===== src/rtl/alu_pkg.sv =====
// Shared definitions for the two-register ALU datapath and its issue stage.
// Opcode and register-address encodings, and the 12-bit instruction word
// layout {op[11:10], addr[9:8], data[7:0]}.
package alu_pkg;

  localparam logic [1:0] OP_NOP  = 2'b00;
  localparam logic [1:0] OP_ADD  = 2'b01;
  localparam logic [1:0] OP_SUB  = 2'b10;
  localparam logic [1:0] OP_LOAD = 2'b11;

  localparam logic [1:0] ADDR_X = 2'd0;
  localparam logic [1:0] ADDR_Y = 2'd1;
  localparam logic [1:0] ADDR_A = 2'd2;
  localparam logic [1:0] ADDR_B = 2'd3;

  typedef struct packed {
    logic [1:0] op;
    logic [1:0] addr;
    logic [7:0] data;
  } instr_t;

  // All-zero word: OP_NOP, ADDR_X, DATA=0. Driven whenever nothing issues.
  localparam instr_t INSTR_NOP = '0;

endpackage


===== src/rtl/instr_fifo.sv =====
// Synchronous instruction FIFO.
// Ports:
//   clk, rst_n       clock, asynchronous active-low reset
//   push, wdata      write wdata at the tail (ignored when full)
//   pop              remove the head (ignored when empty)
//   flush            discard all contents; overrides push and pop
//   rdata            current head word (valid when !empty)
//   level            occupancy 0..DEPTH
//   full, empty      derived from level
module instr_fifo
  import alu_pkg::*;
#(
  parameter  int DEPTH = 4,
  localparam int PTR_W = $clog2(DEPTH),
  localparam int LVL_W = PTR_W + 1
) (
  input  logic             clk,
  input  logic             rst_n,
  input  logic             push,
  input  logic             pop,
  input  logic             flush,
  input  instr_t           wdata,
  output instr_t           rdata,
  output logic [LVL_W-1:0] level,
  output logic             full,
  output logic             empty
);

  instr_t             mem_q [DEPTH];
  instr_t             mem_d [DEPTH];
  logic [PTR_W-1:0]   wr_ptr_q, wr_ptr_d;
  logic [PTR_W-1:0]   rd_ptr_q, rd_ptr_d;
  logic [LVL_W-1:0]   level_q, level_d;
  logic               do_push;
  logic               do_pop;

  assign full    = (level_q == LVL_W'(DEPTH));
  assign empty   = (level_q == '0);
  assign level   = level_q;
  assign rdata   = mem_q[rd_ptr_q];
  assign do_push = push && !full;
  assign do_pop  = pop && !empty;

  // Pointers are exactly log2(DEPTH) bits, so +1 wraps modulo DEPTH.
  always_comb begin
    mem_d    = mem_q;
    wr_ptr_d = wr_ptr_q;
    rd_ptr_d = rd_ptr_q;
    level_d  = level_q;
    if (flush) begin
      wr_ptr_d = '0;
      rd_ptr_d = '0;
      level_d  = '0;
    end else begin
      if (do_push) begin
        mem_d[wr_ptr_q] = wdata;
        wr_ptr_d        = wr_ptr_q + PTR_W'(1);
      end
      if (do_pop) begin
        rd_ptr_d = rd_ptr_q + PTR_W'(1);
      end
      case ({do_push, do_pop})
        2'b10:   level_d = level_q + LVL_W'(1);
        2'b01:   level_d = level_q - LVL_W'(1);
        default: level_d = level_q;
      endcase
    end
  end

  always_ff @(posedge clk or negedge rst_n) begin
    if (!rst_n) begin
      for (int i = 0; i < DEPTH; i++) mem_q[i] <= INSTR_NOP;
      wr_ptr_q <= '0;
      rd_ptr_q <= '0;
      level_q  <= '0;
    end else begin
      mem_q    <= mem_d;
      wr_ptr_q <= wr_ptr_d;
      rd_ptr_q <= rd_ptr_d;
      level_q  <= level_d;
    end
  end

endmodule


===== src/rtl/instr_issue.sv =====
// Instruction buffer and issue stage feeding the two-register ALU datapath.
// Host words enter a FIFO through IN_VALID/IN_READY; at most one word per
// clock is registered onto OP/ADDR/DATA, otherwise an all-zero NOP.
// Ports:
//   CLK, RST_N         clock, asynchronous active-low reset
//   IN_VALID, IN_WORD  host word {op, addr, data}
//   IN_READY           FIFO can accept (low while full or in reset)
//   HOLD               stall issue, FIFO keeps its contents
//   FLUSH              synchronous discard; beats HOLD and push
//   OP, ADDR, DATA     registered instruction to the datapath
//   ISSUED             high while OP/ADDR/DATA carry a popped word
//   LEVEL              FIFO occupancy
//   ISSUE_CNT          saturating issue count (only with ISSUE_CNT_EN)
// Build option: define ISSUE_CNT_EN to add CNT_W and ISSUE_CNT.
//
// Handshake: a word transfers on a rising edge where IN_VALID && IN_READY.
// IN_READY depends only on the registered full flag, never on IN_VALID,
// HOLD or a same-cycle pop; the host keeps IN_WORD stable until it transfers.
module instr_issue
  import alu_pkg::*;
#(
  parameter  int DEPTH = 4,
`ifdef ISSUE_CNT_EN
  parameter  int CNT_W = 16,
`endif
  localparam int LVL_W = $clog2(DEPTH) + 1
) (
  input  logic             CLK,
  input  logic             RST_N,
  input  logic             IN_VALID,
  input  logic [11:0]      IN_WORD,
  output logic             IN_READY,
  input  logic             HOLD,
  input  logic             FLUSH,
  output logic [1:0]       OP,
  output logic [1:0]       ADDR,
  output logic [7:0]       DATA,
  output logic             ISSUED,
`ifdef ISSUE_CNT_EN
  output logic [CNT_W-1:0] ISSUE_CNT,
`endif
  output logic [LVL_W-1:0] LEVEL
);

  // Issue-control states; the state register itself drives ISSUED.
  localparam logic [0:0] ST_IDLE  = 1'b0;
  localparam logic [0:0] ST_ISSUE = 1'b1;

  logic       state_q, state_d;
  instr_t     out_q, out_d;
  instr_t     head;
  logic       fifo_full;
  logic       fifo_empty;
  logic       pop;

  // Ready is forced low while reset is applied.
  assign IN_READY = RST_N && !fifo_full;
  assign pop      = !HOLD && !FLUSH && !fifo_empty;

  instr_fifo #(.DEPTH(DEPTH)) u_fifo (
    .clk   (CLK),
    .rst_n (RST_N),
    .push  (IN_VALID && IN_READY),
    .pop   (pop),
    .flush (FLUSH),
    .wdata (instr_t'(IN_WORD)),
    .rdata (head),
    .level (LEVEL),
    .full  (fifo_full),
    .empty (fifo_empty)
  );

  // Every cycle either carries a fresh popped word or a NOP, so no word is
  // ever presented twice.
  always_comb begin
    state_d = ST_IDLE;
    out_d   = INSTR_NOP;
    if (pop) begin
      state_d = ST_ISSUE;
      out_d   = head;
    end
  end

  always_ff @(posedge CLK or negedge RST_N) begin
    if (!RST_N) begin
      state_q <= ST_IDLE;
      out_q   <= INSTR_NOP;
    end else begin
      state_q <= state_d;
      out_q   <= out_d;
    end
  end

  assign OP     = out_q.op;
  assign ADDR   = out_q.addr;
  assign DATA   = out_q.data;
  assign ISSUED = (state_q == ST_ISSUE);

`ifdef ISSUE_CNT_EN
  logic [CNT_W-1:0] cnt_q, cnt_d;

  // Saturates at all-ones instead of wrapping.
  always_comb begin
    cnt_d = cnt_q;
    if (FLUSH) begin
      cnt_d = '0;
    end else if (pop && (cnt_q != '1)) begin
      cnt_d = cnt_q + CNT_W'(1);
    end
  end

  always_ff @(posedge CLK or negedge RST_N) begin
    if (!RST_N) begin
      cnt_q <= '0;
    end else begin
      cnt_q <= cnt_d;
    end
  end

  assign ISSUE_CNT = cnt_q;
`endif

endmodule


===== config.mk =====
export PLATFORM = sky130hd
export DESIGN_NAME = instr_issue
export DESIGN_NICKNAME = d
export VERILOG_FILES = /design/src/rtl/alu_pkg.sv /design/src/rtl/instr_fifo.sv /design/src/rtl/instr_issue.sv
export SDC_FILE = /design/constraint.sdc
export NUM_CORES = 1
export LEC_CHECK = 0
export BUFFER_PORTS_ARGS = -buffer_cell sky130_fd_sc_hd__buf_2
export CORE_ASPECT_RATIO = 1.5
export CORE_MARGIN = 10
export CORE_UTILIZATION = 57
export DETAILED_ROUTE_END_ITERATION = 6
export PLACE_DENSITY = 0.78
export SLEW_MARGIN = 20
export SYNTH_ARGS = -nofsm -noshare
export SYNTH_HDL_FRONTEND = slang
export SYNTH_SLANG_ARGS = --single-unit

===== constraint.sdc =====
create_clock -name CLK -period 2.2 [get_ports CLK]
set_input_delay 0.22 -clock CLK [delete_from_list [all_inputs] [get_ports CLK]]
set_output_delay 0.22 -clock CLK [all_outputs]
set_load 0.005 [all_outputs]

==> results.txt, run 1 <==
- Register-to-register path setup slack: around 0.13 ns
- The final max-slew violation count is 0.
- Count of distinct cell types in the synthesized netlist: 31
- After detailed routing, the number of remaining DRC violations is 0.
- On the worst path, the slowest cell contributes a delay of about 0.45 ns.
- Counting both buffers and inverters, the worst setup path holds a total of 1.
* Largest net degree at the start of global routing: just over 40
* First-pass iteration count of the detailed router: 4
- In this run the remaining antenna-violating nets after routing total 0.
* Crit path launch: u_fifo.level[0]
- In this design, the largest share of critical-path delay is due to simple AND/OR/NAND/NOR gates.
- In this run the biggest area consumer among cell types represents about 57% of the synthesized area.
- In the synthesized netlist, the number of instances is a little under 200.
* XOR/XNOR share of the synthesized area: less than 1%
- Of the available clock period, the critical path in the final layout requires 94.3%.
- Clock tree synthesis found a total of slightly below 70 sinks.
- Yosys printed 0 warnings.
- Rows: 32
* Maximum clock frequency: roughly 480 MHz
* Power per cell area: between 900 and 1000 nW/um2
- Summing the areas of all fa, ha and maj instances in the mapped netlist gives under 10% of the synthesized area.
* Ratio of cells with drive above 1 in the final layout: between 50% and 60%
* TritonCTS clock tree: done
- The clock passes through at most 2 buffers.
- Ranking of synthesized cells by instance count: sky130_fd_sc_hd__dfrtp_1 (68), sky130_fd_sc_hd__mux2_2 (49), sky130_fd_sc_hd__and3_1 (12), sky130_fd_sc_hd__mux4_2 (12)
* Die width: 79.0 um
- VDD sags by at most about 0.00057 V.
* Root buffer cell: sky130_fd_sc_hd__clkbuf_8
- The worst hold path belongs to the class in2reg.
- Total congestion overflow: 0
* Setup crit start kind: register
- Synthesized-area fraction occupied by and/or/nand/nor cells: a little under 7%
- Final hold violations: 0
- In this run the cell area of the synthesized design comes to ~3000 um2.
* RSZ-0062 raised after global routing: false
- DP HPWL: 3730 um
- For the final routed database, the setup TNS stands at 0 ns.
- Once the floorplan was initialized, standard cells occupied ~58% of the core.
* ANT cells: 0
- Required arrival time at the worst endpoint: 2.42 ns
* Input/output buffers: 33
- Combined global-route utilization of all metal layers: between 10% and 20%
* Clock latency of the later-clocked register in the worst-skew pair: 0.34 ns
* Path type of the worst setup path: reg2reg
- In the final design database the tool counted between 200 and 300 nets.
- Cells traversed along the worst timing path: or3_4 > o211ai_1 > inv_1 > fa_1 > nand3_1 > o32a_1 > mux2_4
- When the netlist entered floorplanning its net count stood at around 220.
- Count of cell instances traversed by the critical path: 7
- At the pin with the least slew margin, the transition time is 0.625 ns.
- For the worst flop-to-flop path, the logic depth is 7.
- Layout fillers: between 300 and 400
* Endpoint class of the critical path: register
* First-pass GRT wire length: approximately 9300 um
- Cts bufs inserted: 9
* Floorplan die area: approximately 8600 um2
- Detailed routing inserted a total of 1,687 vias.
- In the post-synthesis netlist, the cell with the most instances is sky130_fd_sc_hd__dfrtp_1.
* Fin crit period: 2.07 ns
* Via density per instance: between 5 and 6
- Critical-path cell with the highest stage delay: sky130_fd_sc_hd__dfrtp_2
- Number of buffers added for setup after CTS: 0
- At the end of routability-driven placement, the weighted congestion stood at about 0.77.
- Relative to the synthesized area, the layout overhead comes to 17.1%.
- Detail-routed net length per standard cell: around 18 um
* Initial antenna violation count: 0
* Cell taking the most area after synthesis: sky130_fd_sc_hd__dfrtp_1
* Post-synth ARST share: 100%
* Boundary Pins: 34
* Proportion of synthesized chip area in sequential cells: 57.1%
* Maximum fanout along the worst path: 6
* Clock skew: roughly 0.0077 ns
- In this run, synthesis inferred 0 flip-flops with an integrated enable.
- The tool flagged a number of max-cap violations equal to 0.
- Commonest register cell after synthesis: sky130_fd_sc_hd__dfrtp_1
- Clock transition at the register clock pins on the worst setup and hold paths after CTS: 0.07 ns
* Via count of the first global-routing pass: 1,952
* Final setup violation count: 0
* 1st-iter DRT viols: 168
- Average size of a mapped cell: approximately 15 um2
- Multiplexer cells account for between 20% and 30% of the synthesized area.
- Synthesized flop and latch total: 68
- Capture point of the worst path: u_fifo.level[2]
- Combinational family with the most area after synthesis: multiplexers
- Summing the areas of all compound-gate instances in the mapped netlist gives 1.09% of the synthesized area.
- For this block, the routed nets add up to approximately 5500 um of wire.
- Data arrives at the worst endpoint at approximately 2.3 ns.
- Placeable core region: just over 5000 um2
- Capture instance of the worst register-to-register path: u_fifo.level[2]
* Final design utilization: between 60% and 70%
* Reg-to-reg startpoint: u_fifo.level[0]
- In this run the static leakage power is around 1.8 nW.
* Status: finished, final reports clean
- In this run the number of H-tree levels came out at 3.
- Largest cells by area after synthesis: sky130_fd_sc_hd__dfrtp_1 (57%), sky130_fd_sc_hd__mux2_2 (19%), sky130_fd_sc_hd__mux4_2 (9.1%)
* Die Y-Extent: between 100 and 150 um
- Measured against its own limit, the worst slew margin works out to about three fifths.
[cells by family (layout without fill, tap and decap cells)]
family / count (synthesis) / after routing
AOI/OAI and AO/OA: 5 / 5
xor gates and xnor gates: 3 / 3
adders and majority gates: 5 / 5
buffers and inverters: 14 / 64
DFF: 68 / 68
muxes: 63 / 63
and+or+nand+nor: 36 / 36
[per-layer routing]
metal	vias up	part of all wire, %	wire [um]	GRT usage, %
met5	-	0	0	0
met4	0	1.7	95	6.43
met3	9	4.8	265	4.24
met2	31	53	2900	24.6
met1	859	40	2200	15.2
li1	788	-	-	-
[worst register-to-register path: cells and delay by family, from the launching register on]
family                   cells  cell delay [ns]
AO/OA/AOI/OAI                2             0.29
adder cells (fa/ha/maj)      1             0.38
buffers and inverters        1             0.08
flip-flops                   1             0.45
multiplexers                 1             0.30
AND/OR/NAND/NOR              2             0.46
[cells in the final DEF (no fill, tap or decap), types with 2 or more instances in the layout]
| master | instances |
|---|---|
| sky130_fd_sc_hd__nand2b_1 | 2 |
| sky130_fd_sc_hd__buf_2 | 33 |
| sky130_fd_sc_hd__xnor2_1 | 2 |
| sky130_fd_sc_hd__mux4_2 | 12 |
| sky130_fd_sc_hd__nor2b_1 | 2 |
| sky130_fd_sc_hd__and3_1 | 12 |
| sky130_fd_sc_hd__buf_4 | 9 |
| sky130_fd_sc_hd__mux2_2 | 49 |
| sky130_fd_sc_hd__nand3_1 | 2 |
| sky130_fd_sc_hd__clkbuf_8 | 9 |
| sky130_fd_sc_hd__nand2_1 | 6 |
| sky130_fd_sc_hd__clkinv_4 | 2 |
| sky130_fd_sc_hd__inv_1 | 3 |
| sky130_fd_sc_hd__ha_1 | 4 |
| sky130_fd_sc_hd__bufinv_16 | 3 |
| sky130_fd_sc_hd__dfrtp_1 | 67 |
| sky130_fd_sc_hd__nor2_1 | 6 |
| sky130_fd_sc_hd__o21ai_0 | 2 |
[power by group]
| part | switching (mW) | total (mW) | internal, mW |
|---|---|---|---|
| combinational | 0.205 | 0.553 | 0.348 |
| sequential | 0.113 | 1.57 | 1.46 |
| clock | 0.465 | 1.22 | 0.755 |
[flip-flops by register name, summed over array words and instances (netlist names)]
name / count
u_fifo.rd_ptr_q: 2
OP: 2
ISSUED: 1
u_fifo.wr_ptr_q: 2
u_fifo.mem_q: 48
ADDR: 2
u_fifo.level: 3
DATA: 8
[repair_timing]
action | in CTS | in global routing
resized for setup | 0 | 1
endpoints found under the setup margin | 0 | 1
hold endpoints to repair | 30 | 0
hold buffers | 1 | 0
[cell type report]
class	instances	area, um2	area share, %
Clock buffer	10	128	3.66
Clock inverter	6	113	3.23
Inverter	4	15.0	0.431
Multi-Input combinational cell	112	1180	33.9
Sequential cell	68	1700	48.8
Tap cell	68	85.1	2.44
Timing Repair Buffer	44	263	7.53
[stage by stage]
step                hold slack [ns]  setup slack, ns  instance area, um2  total power, mW  cells
finish                        0.152            0.126                3490             3.34    312
global placement              0.332            0.194                3240             2.12    295
floorplan                   -0.0756            0.136                2980             1.96    194
detailed placement            0.332            0.114                3240             2.16    295
CTS                           0.135           0.0988                3490             3.39    312
global route                  0.155           0.0105                3490             3.50    312
[worst min-delay path by stage]
stage | start | end | slack (ns) | cells past startpoint
global route | IN_WORD[3] | u_fifo.mem_q[27] | 0.15 | 2
global placement | RST_N | u_fifo.mem_q[33] | 0.33 | 2
detailed placement | RST_N | ADDR[1] | 0.33 | 2
floorplan | RST_N | ADDR[0] | -0.08 | 0
finish | IN_WORD[3] | u_fifo.mem_q[39] | 0.15 | 2
CTS | IN_WORD[3] | u_fifo.mem_q[39] | 0.13 | 2
No activity file was read; power rests on OpenSTA's default activity.
==> run 2, diff against run 1 <==
- clock period: 2.2 -> 2.01 ns (I/O delays scaled with it)
==> run 2 against run 1 <==
  * Register-to-register slack lost 0.098 ns
  * Via count grew 3.7%
  * Critical path depth is the same
  * Cell count grew 2.2%
  * Total power grew 5.7%
  * Non-clock buffer count grew 7
  * First-iteration DRC count shrank 52%
  * Global-route usage grew 0.067 points
==> results.txt, run 2 (synthesis results as in run 1) <==
- Hold worst-path end: u_fifo.mem_q[43]
* Class of the most critical hold timing path: in2reg
- At the worst endpoint, the required time is between 2 and 2.5 ns.
* Number of flip-flops in the largest register: 48
- Setup TNS: 0 ns
- The critical path is of the reg2reg type.
- The initial antenna violation count came to 0.
- IR analysis of the VDD net gives a maximum drop of between 0.0005 and 0.0006 V.
* Internal power of the cells: roughly 2.7 mW
* Most common library cell in the layout ignoring fill and taps: sky130_fd_sc_hd__dfrtp_1
* Combinational share of power: 17.9%
- Status: finished, final reports clean
- Post-CTS timing repair inserted 0 buffers for setup.
- Cell count of the worst reg-to-reg path: 7
* Nets@finish: 268
* Flip-flop and latch area: 1700 um2
- The slowest stage of the critical path is the sky130_fd_sc_hd__dfrtp_2 cell.
- The floorplan step defined a die boundary enclosing about 8600 um2.
- Final instance area: approximately 3500 um2
* Via count of the first global-routing pass: roughly 1,900
- Row generation in the floorplan step produced 32 rows.
* Via density per instance: 5.49
- Post-route DRC: 0
* First-pass GRT wire length: ~9000 um
- For this run, the slowest stage of the critical path takes ~0.42 ns.
- Sequential cells account for 48.4% of the total power.
* Number of nets still failing antenna checks after routing: 0
- Entering global routing, the biggest net connects 50 pins.
* Worst hold slack across all endpoints: between 0.1 and 0.15 ns
* Clock transition at the register clock pins on the worst setup and hold paths after CTS: ~0.070 ns
- Area added between synthesis and finish: 19.0%
- For this design the total switching power over the nets is around 0.84 mW.
* Depth of the worst hold-timing path: 2
* Number of sinks driven by the clock tree: 68
* Weighted congestion at the end of routability-driven global placement: 0.723
* 1st-iter DRT viols: 81
- Clock latency of the later-clocked register in the worst-skew pair: ~0.34 ns
- Detailed routing inserted a total of approximately 1,800 vias.
* CTS Buffer Depth: 2
- Most frequent cells in the layout: sky130_fd_sc_hd__dfrtp_1 (67), sky130_fd_sc_hd__mux2_2 (49), sky130_fd_sc_hd__buf_2 (33)
- The analysis attributes to cell leakage a power of 1.80 nW.
- Number of levels the H-tree was split into: 3
- The worst setup path is captured at a register.
- Register-to-register path setup slack: 0.03 ns
- After layout, the design draws a total of about 3.5 mW.
* Number of violations of the max-capacitance limit: 0
- Dividing total power by cell area gives a power density of about 1000 nW/um2.
* Die width: around 79 um
* Maximum fanout along the worst path: 3
- Slew at the pin closest to its max-slew limit: roughly 0.42 ns
* Input/output buffers: 33
* First-pass iteration count of the detailed router: 4
- DP HPWL: ~3800 um
- The critical path goes through or3_4 > o211ai_1 > inv_1 > fa_2 > nand3_1 > o32a_1 > mux2_4.
- Pin placement for this block handled 34 I/O pins.
- Combined global-route utilization of all metal layers: approximately 14%
- The final max-slew violation count is 0.
- Die Y-Extent: ~110 um
* Wire length after detailed routing: 5530 um
* Clock share of power: 33.7%
* Crit path arrival time: 2.21 ns
* Final design utilization: 69.2%
- The cell sitting at the root of the clock tree is a sky130_fd_sc_hd__clkbuf_8.
- Detail-routed net length per standard cell: between 15 and 20 um
* Starting Density: 58.1%
- The startpoint identified for the worst hold timing path is IN_WORD[7].
- Reg-to-reg startpoint: u_fifo.level[0]
- TritonCTS built the clock tree.
- The final-report hold violation count was 0.
- For the final database, setup skew stands at approximately 0.0064 ns.
- The worst path in the final design needs a cycle of 1.98 ns, including I/O delays and setup.
- The worst pin sits at a relative slew slack of between 70% and 80%.
* Largest Register: u_fifo.mem_q
- Setup repair after global routing could not meet its margin everywhere.
- In this run switching power makes up a little under a quarter of total power.
- Derived from the worst setup path, the maximum achievable clock frequency is 505 MHz.
- Capture instance of the worst register-to-register path: u_fifo.level[2]
* Total area of multi-input combinational cells: between 1000 and 1500 um2
- STA classifies the critical path startpoint as a register.
- Layout fillers: 386
- Ratio of cells with drive above 1 in the final layout: a little over half
- Cts bufs inserted: 9
- In the finished design, the share of the clock period the worst path needs comes to a little over nine tenths.
- The repair_antennas step left the layout with diodes totalling 0.
- Summing all placed instances gives a cell area of 3310 um2.
* Final setup violation count: 0
- Global routing finished with a remaining overflow of 0.
- Placeable core region: a little over 5000 um2
[run 2: cell types whose count changed in the layout (fill, tap and decap cells not counted), sizes merged]
cell      before  now
clkinv         3    1
bufinv         3    1
clkinvlp       0    1
clkbuf        10   13
buf           43   50
[run 2: stage by stage]
step	setup WS, ns	cells
3_3_place_gp	0.0637	302
4_1_cts	0.0215	319
3_5_place_dp	0.0329	302
2_1_floorplan	-0.00137	194
6_report	0.0283	319
5_1_grt	-0.0503	319
[run 2: final cells by class]
class	count	share of cell area, %
inverters	4	0.424
clock inverters	3	1.20
repair buffers	51	9.35
clock buffers	13	5.05
multi-input cells	112	33.5
well taps	68	2.40
flip-flops and latches	68	48.0
[run 2: how the worst max path moves through the flow]
stage,start,endpoint,slack (ns)
5_1_grt,u_fifo.level[0],u_fifo.level[2],-0.05
3_3_place_gp,u_fifo.level[0],u_fifo.level[2],0.06
2_1_floorplan,u_fifo.level[0],u_fifo.level[2],-0.001
6_report,u_fifo.level[0],u_fifo.level[2],0.03
3_5_place_dp,u_fifo.level[0],u_fifo.level[2],0.03
4_1_cts,u_fifo.level[0],u_fifo.level[2],0.02
[run 2: worst max-delay path: cells and delay by family, from the launching register on]
family	cells	cell delay, ns
AOI/OAI and AO/OA	2	0.27
adders and majority gates	1	0.34
buffers and inverters	1	0.08
DFF	1	0.42
muxes	1	0.30
and+or+nand+nor	2	0.46
[run 2: power groups by stage]
stage                     registers [mW]  logic [mW]  clock network [mW]
after detailed placement            1.74       0.638                   0
after CTS                           1.71       0.641                1.22
final                               1.71       0.631                1.19
after global placement              1.72       0.619                   0
after global routing                1.74       0.698                1.27
after floorplan                     1.70       0.450                   0
[run 2: metal layers]
layer  vias to the layer above  global-route usage, %  wire length, um
li1                        794                      -                -
met1                       914                   15.6             2290
met2                        34                   23.6             2860
met3                         8                   5.40              299
met4                         0                   6.17               80
met5                         -                      0                0
[run 2: what timing repair did]
| action | CTS | global route |
|---|---|---|
| endpoints found under the hold margin | 20 | 0 |
| endpoints found under the setup margin | 0 | 2 |
| hold buffers | 1 | 0 |
| resized for setup | 0 | 1 |
